$ cat src/rtl/muldiv_iter_if.sv
`default_nettype none
// ============================================================================
// Module      : muldiv_iter_if
// Description : Start/done handshake bundle between EX and the iterative
//               multiply/divide unit.
// Revision    : 1.0 - initial release
// ============================================================================
interface muldiv_iter_if #(
    parameter int WIDTH = 32
);
    logic                   start_i;
    logic [1:0]             op_i;
    logic [WIDTH-1:0]       a_i;
    logic [WIDTH-1:0]       b_i;
    logic                   annul_i;
    logic                   busy_o;
    logic                   done_o;
    logic [2*WIDTH-1:0]     result_o;
    logic                   div_zero_o;

    modport master (
        output start_i, op_i, a_i, b_i, annul_i,
        input  busy_o, done_o, result_o, div_zero_o
    );

    modport slave (
        input  start_i, op_i, a_i, b_i, annul_i,
        output busy_o, done_o, result_o, div_zero_o
    );
endinterface
`default_nettype wire

$ cat src/rtl/muldiv_iter.sv
`default_nettype none
// ============================================================================
// Module      : muldiv_iter
// Description : WIDTH-generic iterative multiply/divide, one bit per cycle
//               (shift-add multiply, restoring divide) with sign correction.
// Revision    : 1.0 - initial release
// ============================================================================
module muldiv_iter #(
    parameter int WIDTH = 32
) (
    input wire            clk,
    input wire            rst,
    muldiv_iter_if.slave  bus
);
    localparam int               c_CW   = (WIDTH > 2) ? $clog2(WIDTH) : 1;
    localparam logic [c_CW-1:0]  c_LAST = c_CW'(WIDTH - 1);

    typedef enum logic [1:0] {
        S_IDLE = 2'd0,
        S_CALC = 2'd1,
        S_SIGN = 2'd2
    } state_t;

    state_t                 r_state;
    state_t                 w_state_nxt;
    logic                   w_launch;
    logic                   w_commit;

    logic                   r_is_div;
    logic                   r_sign_a;
    logic                   r_sign_b;
    logic                   r_div_zero;
    logic [c_CW-1:0]        r_cnt;
    logic [WIDTH-1:0]       r_opnd;
    logic [2*WIDTH-1:0]     r_acc;
    logic                   r_done;
    logic                   r_dz_out;
    logic [2*WIDTH-1:0]     r_result;

    // Operand capture: signed ops are mult (00) and div (10)
    logic                   w_signed;
    logic                   w_sa;
    logic                   w_sb;
    logic [WIDTH-1:0]       w_a_mag;
    logic [WIDTH-1:0]       w_b_mag;
    logic                   w_start_dz;

    assign w_signed   = ~bus.op_i[0];
    assign w_sa       = w_signed & bus.a_i[WIDTH-1];
    assign w_sb       = w_signed & bus.b_i[WIDTH-1];
    assign w_a_mag    = w_sa ? -bus.a_i : bus.a_i;
    assign w_b_mag    = w_sb ? -bus.b_i : bus.b_i;
    assign w_start_dz = bus.op_i[1] & (bus.b_i == '0);

    // One iteration of each algorithm
    logic [WIDTH:0]         w_hi_sum;
    logic [2*WIDTH-1:0]     w_mul_nxt;
    logic [WIDTH:0]         w_rem_sh;
    logic [WIDTH:0]         w_diff;
    logic [2*WIDTH-1:0]     w_div_nxt;

    assign w_hi_sum  = {1'b0, r_acc[2*WIDTH-1:WIDTH]}
                     + (r_acc[0] ? {1'b0, r_opnd} : {(WIDTH+1){1'b0}});
    assign w_mul_nxt = {w_hi_sum, r_acc[WIDTH-1:1]};
    assign w_rem_sh  = r_acc[2*WIDTH-1:WIDTH-1];
    assign w_diff    = w_rem_sh - {1'b0, r_opnd};
    assign w_div_nxt = w_diff[WIDTH]
                     ? {w_rem_sh[WIDTH-1:0], r_acc[WIDTH-2:0], 1'b0}
                     : {w_diff[WIDTH-1:0],   r_acc[WIDTH-2:0], 1'b1};

    // Sign correction wraps modulo the field width, so -2^(W-1)/-1 is harmless
    logic [2*WIDTH-1:0]     w_prod;
    logic [WIDTH-1:0]       w_quot;
    logic [WIDTH-1:0]       w_rem;
    logic [2*WIDTH-1:0]     w_final;

    assign w_prod  = (r_sign_a ^ r_sign_b) ? -r_acc : r_acc;
    assign w_quot  = (r_sign_a ^ r_sign_b) ? -r_acc[WIDTH-1:0] : r_acc[WIDTH-1:0];
    assign w_rem   = r_sign_a ? -r_acc[2*WIDTH-1:WIDTH] : r_acc[2*WIDTH-1:WIDTH];
    assign w_final = r_div_zero ? '0 : (r_is_div ? {w_rem, w_quot} : w_prod);

    always_ff @(posedge clk) begin
        if (rst) r_state <= S_IDLE;
        else     r_state <= w_state_nxt;
    end

    always_comb begin
        w_state_nxt = r_state;
        w_launch    = 1'b0;
        w_commit    = 1'b0;
        unique case (r_state)
            S_IDLE: begin
                if (bus.start_i && !bus.annul_i) begin
                    w_launch    = 1'b1;
                    w_state_nxt = w_start_dz ? S_SIGN : S_CALC;
                end
            end
            S_CALC: begin
                if (bus.annul_i)           w_state_nxt = S_IDLE;
                else if (r_cnt == c_LAST)  w_state_nxt = S_SIGN;
            end
            S_SIGN: begin
                w_state_nxt = S_IDLE;
                w_commit    = ~bus.annul_i;
            end
            default: w_state_nxt = S_IDLE;
        endcase
    end

    always_ff @(posedge clk) begin
        if (rst) begin
            r_is_div   <= 1'b0;
            r_sign_a   <= 1'b0;
            r_sign_b   <= 1'b0;
            r_div_zero <= 1'b0;
            r_cnt      <= '0;
            r_opnd     <= '0;
            r_acc      <= '0;
            r_done     <= 1'b0;
            r_dz_out   <= 1'b0;
            r_result   <= '0;
        end else begin
            r_done <= w_commit;
            if (w_launch) begin
                r_is_div   <= bus.op_i[1];
                r_sign_a   <= w_sa;
                r_sign_b   <= w_sb;
                r_div_zero <= w_start_dz;
                r_cnt      <= '0;
                if (bus.op_i[1]) begin
                    r_acc  <= {{WIDTH{1'b0}}, w_a_mag};
                    r_opnd <= w_b_mag;
                end else begin
                    r_acc  <= {{WIDTH{1'b0}}, w_b_mag};
                    r_opnd <= w_a_mag;
                end
            end else if (r_state == S_CALC) begin
                r_cnt <= r_cnt + c_CW'(1);
                r_acc <= r_is_div ? w_div_nxt : w_mul_nxt;
            end
            if (w_commit) begin
                r_result <= w_final;
                r_dz_out <= r_div_zero;
            end
        end
    end

    assign bus.busy_o     = (r_state != S_IDLE);
    assign bus.done_o     = r_done;
    assign bus.result_o   = r_result;
    assign bus.div_zero_o = r_dz_out;
endmodule
`default_nettype wire
$ cat src/flat_wrapper.sv
// flat-port wrapper written by rule: the top's interface ports become plain ports
module muldiv_iter_flat 
#(
    parameter int WIDTH = 32
)
  (clk, rst, bus_start_i, bus_op_i, bus_a_i, bus_b_i, bus_annul_i, bus_busy_o, bus_done_o, bus_result_o, bus_div_zero_o);
  muldiv_iter_if #(.WIDTH(WIDTH)) bus_i ();
  input wire clk;
  input wire rst;
  input wire logic [$bits(bus_i.start_i)-1:0] bus_start_i;
  input wire logic [$bits(bus_i.op_i)-1:0] bus_op_i;
  input wire logic [$bits(bus_i.a_i)-1:0] bus_a_i;
  input wire logic [$bits(bus_i.b_i)-1:0] bus_b_i;
  input wire logic [$bits(bus_i.annul_i)-1:0] bus_annul_i;
  output wire logic [$bits(bus_i.busy_o)-1:0] bus_busy_o;
  output wire logic [$bits(bus_i.done_o)-1:0] bus_done_o;
  output wire logic [$bits(bus_i.result_o)-1:0] bus_result_o;
  output wire logic [$bits(bus_i.div_zero_o)-1:0] bus_div_zero_o;
  assign bus_i.start_i = bus_start_i;
  assign bus_i.op_i = bus_op_i;
  assign bus_i.a_i = bus_a_i;
  assign bus_i.b_i = bus_b_i;
  assign bus_i.annul_i = bus_annul_i;
  assign bus_busy_o = bus_i.busy_o;
  assign bus_done_o = bus_i.done_o;
  assign bus_result_o = bus_i.result_o;
  assign bus_div_zero_o = bus_i.div_zero_o;
  muldiv_iter #(.WIDTH(WIDTH)) u_core (.clk(clk), .rst(rst), .bus(bus_i));
endmodule
$ cat config.mk
export PLATFORM = sky130hd
export DESIGN_NAME = muldiv_iter_flat
export DESIGN_NICKNAME = d
export VERILOG_FILES = /design/src/rtl/muldiv_iter_if.sv /design/src/rtl/muldiv_iter.sv /design/src/flat_wrapper.sv
export SDC_FILE = /design/constraint.sdc
export NUM_CORES = 1
export LEC_CHECK = 0
export BUFFER_PORTS_ARGS = -buffer_cell sky130_fd_sc_hd__buf_4
export CAP_MARGIN = 20
export CORE_ASPECT_RATIO = 0.8
export CORE_MARGIN = 2
export CORE_UTILIZATION = 65
export DETAILED_ROUTE_END_ITERATION = 12
export GPL_TIMING_DRIVEN = 0
export PLACE_DENSITY = 0.86
export SETUP_SLACK_MARGIN = 0.1
export SLEW_MARGIN = 20
export SYNTH_ARGS = -nofsm -noshare
export SYNTH_HDL_FRONTEND = slang
export SYNTH_SLANG_ARGS = --single-unit
export TNS_END_PERCENT = 1
$ cat constraint.sdc
create_clock -name clk -period 10.32 [get_ports clk]
set_clock_uncertainty 0.05 [all_clocks]
set_input_delay 2.064 -clock clk [delete_from_list [all_inputs] [get_ports clk]]
set_output_delay 2.064 -clock clk [all_outputs]
set_load 0.1 [all_outputs]
# ---- Word-level counts from Yosys, hierarchy flattened
# Index checks and enable logic that the tools add are counted.
dict set report classes {
  add_sub_neg 8
  mul 0
  div 0
  magnitude_cmp 0
  eq_ne 5
  shifts 0
  muxes 22
  n_bitwise 6
  n_reduce_logical 8
}
# op n
set op_table {}
lappend op_table {{64-bit two-way mux} 7}
lappend op_table {{32-bit two-way mux} 7}
lappend op_table {{32-bit negator} 4}
lappend op_table {{64-bit negator} 1}
lappend op_table {{32-bit by 33-bit adder with 33-bit output} 1}
lappend op_table {{33-bit by 32-bit subtractor with 33-bit output} 1}
lappend op_table {{32-bit zero test} 1}
lappend op_table {{2-bit two-way mux} 4}
lappend op_table {{5-bit by 1-bit adder with 5-bit output (second input constant)} 1}
lappend op_table {{5-bit equality test (second input constant)} 1}
lappend op_table {{2-bit one-hot mux with 2 select lines} 1}
lappend op_table {{2-bit nonzero test} 2}
lappend op_table {{1-bit bitwise AND} 3}
lappend op_table {{1-bit two-way mux} 3}
lappend op_table {{3-bit by 2-bit inequality test with 1-bit output (second input constant)} 1}
lappend op_table {{2-bit by 1-bit equality test with 1-bit output (second input constant)} 1}
lappend op_table {{2-bit equality test (second input constant)} 1}
lappend op_table {{2-bit zero test} 1}
lappend op_table {{2-bit by 1-bit inequality test with 1-bit output (second input constant)} 1}
lappend op_table {{1-bit NOT} 2}
lappend op_table {{2-bit AND reduction} 1}
lappend op_table {{2-bit OR reduction} 1}
lappend op_table {{1-bit logical AND} 1}
lappend op_table {{1-bit zero test} 1}
lappend op_table {{1-bit bitwise XOR} 1}
dict set report word_totals {
  reg_bits 173
  latch_bits 0
  ramBits 0
  rom_bits 0
  memories 0
}

# ---- Logic depth before layout (Yosys ltp)
dict set report depth {
  depth_word 5
  mapped_depth 14
  mapped_depth_nobuf 13
}

# ---- Worst setup path after synthesis
# OpenSTA, ideal clock, no wires.
dict set report synth_path {
  path_kind {input to register}
  start {input bus_a_i[7]}
  end {register u_core.r_opnd[25]}
  arrival_time_ns 4.136
  path_slack_ns 6.006
  stages 9
  path_cell_list {or4_1 > nor4_1 > and3_1 > nand2_1 > o41ai_1 > xor2_1 > nand2_1 > a31oi_1 > nor2_1}
}
dict set report synth_between {
  elab_chain_cells 3
}
# element line
set synth_lines {}
lappend synth_lines {{from (decl)} flat_wrapper.sv:12} ;# input wire logic [$bits(bus_i.a_i)-1:0] bus_a_i;
lappend synth_lines {{32-bit negator} muldiv_iter.sv:51} ;# assign w_a_mag = w_sa ? -bus.a_i : bus.a_i;
lappend synth_lines {{32-bit two-way mux} muldiv_iter.sv:51}
lappend synth_lines {{32-bit two-way mux} muldiv_iter.sv:130} ;# if (bus.op_i[1]) begin
lappend synth_lines {{to (signal assigned)} muldiv_iter.sv:132} ;# r_opnd <= w_b_mag;
lappend synth_lines {{to (signal assigned)} muldiv_iter.sv:135} ;# r_opnd <= w_a_mag;
lappend synth_lines {{to (decl)} muldiv_iter.sv:34} ;# logic [WIDTH-1:0] r_opnd;
# No other way between the ends.
# A chain may end at the register's enable or synchronous reset.

# ---- Worst setup path in the final report
dict set report layout_path {
  start {register u_core.r_acc[31]}
  end {register u_core.r_acc[49]}
}
dict set report layout_between {
  elab_chain_cells 5
}
# element line
set layout_lines {}
lappend layout_lines {{from (decl)} muldiv_iter.sv:35} ;# logic [2*WIDTH-1:0] r_acc;
lappend layout_lines {{from (signal assigned)} muldiv_iter.sv:131} ;# r_acc <= {{WIDTH{1'b0}}, w_a_mag};
lappend layout_lines {{from (signal assigned)} muldiv_iter.sv:134} ;# r_acc <= {{WIDTH{1'b0}}, w_b_mag};
lappend layout_lines {{from (signal assigned)} muldiv_iter.sv:139} ;# r_acc <= r_is_div ? w_div_nxt : w_mul_nxt;
lappend layout_lines {{33-bit by 32-bit subtractor with 33-bit output} muldiv_iter.sv:66} ;# assign w_diff = w_rem_sh - {1'b0, r_opnd};
lappend layout_lines {{64-bit two-way mux} muldiv_iter.sv:68} ;# ? {w_rem_sh[WIDTH-1:0], r_acc[WIDTH-2:0], 1'b0}
lappend layout_lines {{64-bit two-way mux} muldiv_iter.sv:139}
lappend layout_lines {{64-bit two-way mux} muldiv_iter.sv:137} ;# end else if (r_state == S_CALC) begin
lappend layout_lines {{64-bit two-way mux} muldiv_iter.sv:124} ;# if (w_launch) begin
# No other way between the ends. The select of a mux whose other input is x is not followed.

==> impl_metrics.env <==
export IMPL_synth_ff_type="dfxtp_1"
export IMPL_root_buffer="clkbuf_16"
export IMPL_tns_ns=0
export IMPL_cts_buffers=17
export IMPL_io_pins=137
export IMPL_ir_worst_vdd_mv=0.0930
export IMPL_syn_cell_area_um2=14100
export IMPL_ant_nets=0
export IMPL_endpoint_kind="flip-flop"
export IMPL_max_stage_delay_ns=0.80
export IMPL_leakage_nw=6.35
export IMPL_routed_via_density=6.63
export IMPL_clkSinkCount=173
export IMPL_min_from="u_core.r_opnd[22]"
export IMPL_power_density_nw_per_um2=120
export IMPL_die_h_um=136
export IMPL_cp_required_ns=10.58
export IMPL_holdPathEnd="u_core.r_opnd[22]"
export IMPL_rows=48
export IMPL_numPortBuffers=135
export IMPL_r2r_end="u_core.r_acc[49]"
export IMPL_clk_pin_slew_ns=0.08
export IMPL_worst_pin_slew_ns=1.08
export IMPL_setup_viol=0
export IMPL_outcome="finished clean"
export IMPL_pre_cts_slack_ns=5.33
export IMPL_hold_path_class="flip-flop to flip-flop"
export IMPL_cts_resized_gates=0
export IMPL_avgSynthCellArea_um2=7.31
export IMPL_post_cts_buffers=0
export IMPL_rsz0062_at_grt="false"
export IMPL_whs_path_depth=2
export IMPL_final_util_pct=75.0
export IMPL_seq_area_frac_synth_pct=24.6
export IMPL_slowest_stage="buf_1"
export IMPL_drt_iter0_drc=2258
export IMPL_drv_slew=0
export IMPL_antenna_found_initial=1
export IMPL_first_pass_iters=7
export IMPL_relSlewSlack_pct=27.5
export IMPL_grt_max_degree=22
export IMPL_num_vias=15700
export IMPL_cap_violations=0
export IMPL_finalNetCount=2225
export IMPL_diodes=0
export IMPL_layout_commonest_cell="nand2_1"
export IMPL_rrSetupSlack_ns=5.34
export IMPL_place_congestion=1.08
export IMPL_hold_viol=0
export IMPL_crit_path_max_fanout=10
export IMPL_clk_latency_ns=0.45
export IMPL_grt_total_usage_pct=43.0
export IMPL_cts_max_path_buffers=2
export IMPL_synth_nets=2071
export IMPL_worstSetupStartpointType="flip-flop"
export IMPL_fin_crit_ns=4.98
export IMPL_avgRoutedWirePerCell_um=21.1
export IMPL_grt_pass1_wl_mm=76.7
export IMPL_grt_pass1_vias=13900
export IMPL_hpwl_mm=39.3
export IMPL_final_cell_mix="nand2_1, nor2_1, dfxtp_1"
export IMPL_layout_setup_ws_ns=5.34
export IMPL_cts_hold_buf=0
export IMPL_start_util_pct=65.7
export IMPL_finalCritPeriodShare_pct=48.2
export IMPL_r2r_start="u_core.r_acc[31]"
export IMPL_drc=0
export IMPL_ys_async_sr_fraction_pct=0
export IMPL_coreArea_um2=21400
export IMPL_drt_wl_total_mm=50.1
export IMPL_netlist_instances=1929
export IMPL_crit_type="flip-flop to flip-flop"
export IMPL_die_w_um=169
export IMPL_fmax_mhz=201
export IMPL_rr_worst_depth=13
export IMPL_timing_critical_path_cells="inv_1, ha_1, fa_1, nor2b_1, o31a_1, o211ai_1, a31oi_1, o2111ai_1, nand3_1, clkbuf_1, buf_1, mux2i_1, o21ai_0"
export IMPL_yosysWarnings=0
export IMPL_yosysUniqueCellTypes=71
export IMPL_critPathArrivalTime_ns=5.24
export IMPL_syn2layout_area_growth_pct=14.1
export IMPL_die_area_um2=22900
export IMPL_grt_overflow_total=0
export IMPL_synth_edf_count=0
export IMPL_tritoncts="done"
export IMPL_drive_gt1_share_pct=9.26
export IMPL_htreeDepth=4
export IMPL_synth_seq_cells=173
## power by group
| part | leakage (nW) | internal (mW) | switching, mW | total [mW] |
|---|---|---|---|---|
| Sequential | 1.40 | 0.688 | 0.0261 | 0.714 |
| Clock | 0.304 | 0.338 | 0.357 | 0.695 |
| Combinational | 4.64 | 0.192 | 0.336 | 0.527 |
| Total | 6.35 | 1.22 | 0.719 | 1.94 |
## layer usage
metal / vias to the layer above / wire length, µm / global-route usage [%]
li1: 7246 / - / -
met1: 7245 / 21100 / 61.4
met2: 1070 / 20100 / 61.4
met3: 160 / 7260 / 12.6
met4: 2 / 1680 / 14.7
met5: - / 41 / 0
## cells by family after synthesis
logic type	count (synthesis)	synth area share, %
AO/OA/AOI/OAI	597	27.1
XOR/XNOR	171	10.6
adder cells (fa/ha/maj)	72	6.50
buffers and inverters	199	5.38
flip-flops	173	24.6
multiplexers	64	4.60
AND/OR/NAND/NOR	653	21.2
## how the worst max path moves through the flow
| stage | startpoint | endpoint | slack, ns | depth (start not counted) |
|---|---|---|---|---|
| 6_report | u_core.r_acc[31] | u_core.r_acc[49] | 5.34 | 13 |
| 5_1_grt | u_core.r_acc[32] | u_core.r_acc[50] | 5.27 | 12 |
| 4_1_cts | u_core.r_acc[32] | u_core.r_acc[49] | 5.61 | 12 |
| 3_5_place_dp | bus_b_i[0] | u_core.r_opnd[22] | 5.33 | 12 |
| 3_3_place_gp | bus_b_i[0] | u_core.r_opnd[22] | 5.36 | 12 |
| 2_1_floorplan | bus_a_i[7] | u_core.r_opnd[25] | 6.01 | 9 |
## critical path, delay by kind of cell (launching register included)
family          cells  cell delay [ns]
fa+ha+maj           2             0.66
simple gates        2             0.41
buf+inv             3             1.45
flops               1             0.43
mux                 1             0.30
compound gates      5             1.54
## cells in the mapped netlist (3+ instances only)
master | instances | area (µm²)
o21ai_0 | 128 | 641
clkbuf_1 | 119 | 447
nor2b_1 | 22 | 138
a22oi_1 | 36 | 270
nor3_1 | 48 | 240
mux2i_1 | 58 | 581
and3_1 | 10 | 62.6
o31a_1 | 5 | 43.8
or2_2 | 8 | 50.1
o311ai_0 | 4 | 35.0
a211o_1 | 6 | 52.6
a31oi_1 | 23 | 144
buf_1 | 12 | 45.0
nand3b_1 | 5 | 37.5
inv_1 | 64 | 240
o2111ai_1 | 4 | 35.0
nor3b_1 | 6 | 45.0
o41ai_1 | 14 | 123
xor2_1 | 79 | 692
o31ai_1 | 23 | 173
o22ai_1 | 3 | 18.8
dfxtp_1 | 173 | 3460
a211oi_1 | 14 | 105
xnor2_1 | 92 | 806
mux2_2 | 6 | 67.6
nand4_1 | 10 | 62.6
a21oi_1 | 162 | 811
o21bai_1 | 6 | 45.0
nor2_1 | 183 | 687
a311oi_1 | 7 | 61.3
a2111oi_0 | 3 | 26.3
a21o_1 | 31 | 233
nand3_1 | 23 | 115
nand2b_1 | 20 | 125
nand2_1 | 251 | 942
o21a_1 | 12 | 90.1
or4_1 | 13 | 97.6
o211ai_1 | 93 | 698
and2_1 | 6 | 37.5
ha_1 | 70 | 876
or3_1 | 17 | 106
nor4_1 | 17 | 106
## layout make-up
| cell class | count | area, µm² |
|---|---|---|
| Timing Repair Buffer | 135 | 1010 |
| Sequential cell | 173 | 3460 |
| Tap cell | 275 | 344 |
| Inverter | 64 | 240 |
| Clock inverter | 15 | 206 |
| Fill cell | 1704 | 5360 |
| Buffer | 135 | 518 |
| Multi-Input combinational cell | 1557 | 9870 |
| Clock buffer | 17 | 425 |
## per-stage QoR
stage                     instance area (µm²)  hold slack, ns  instances  power, mW
after CTS                               16100           0.405       2371       1.90
after global placement                  15500           0.386       2339       1.22
after detailed placement                15500           0.393       2339       1.23
after global routing                    16100           0.418       2371       1.99
final                                   16100           0.405       2371       1.94
after floorplan                         14100           0.382       1929       1.07
## state kept, by name, summed over array words and instances, names as in the netlist
| register | count |
|---|---|
| u_core.r_is_div | 1 |
| u_core.r_state | 2 |
| u_core.r_sign_a | 1 |
| u_core.r_div_zero | 1 |
| u_core.bus.done_o | 1 |
| u_core.r_sign_b | 1 |
| u_core.r_opnd | 32 |
| u_core.r_cnt | 5 |
| u_core.bus.div_zero_o | 1 |
| u_core.r_acc | 64 |
| u_core.bus.result_o | 64 |
Note: power is estimated with default switching activity, not from simulation.
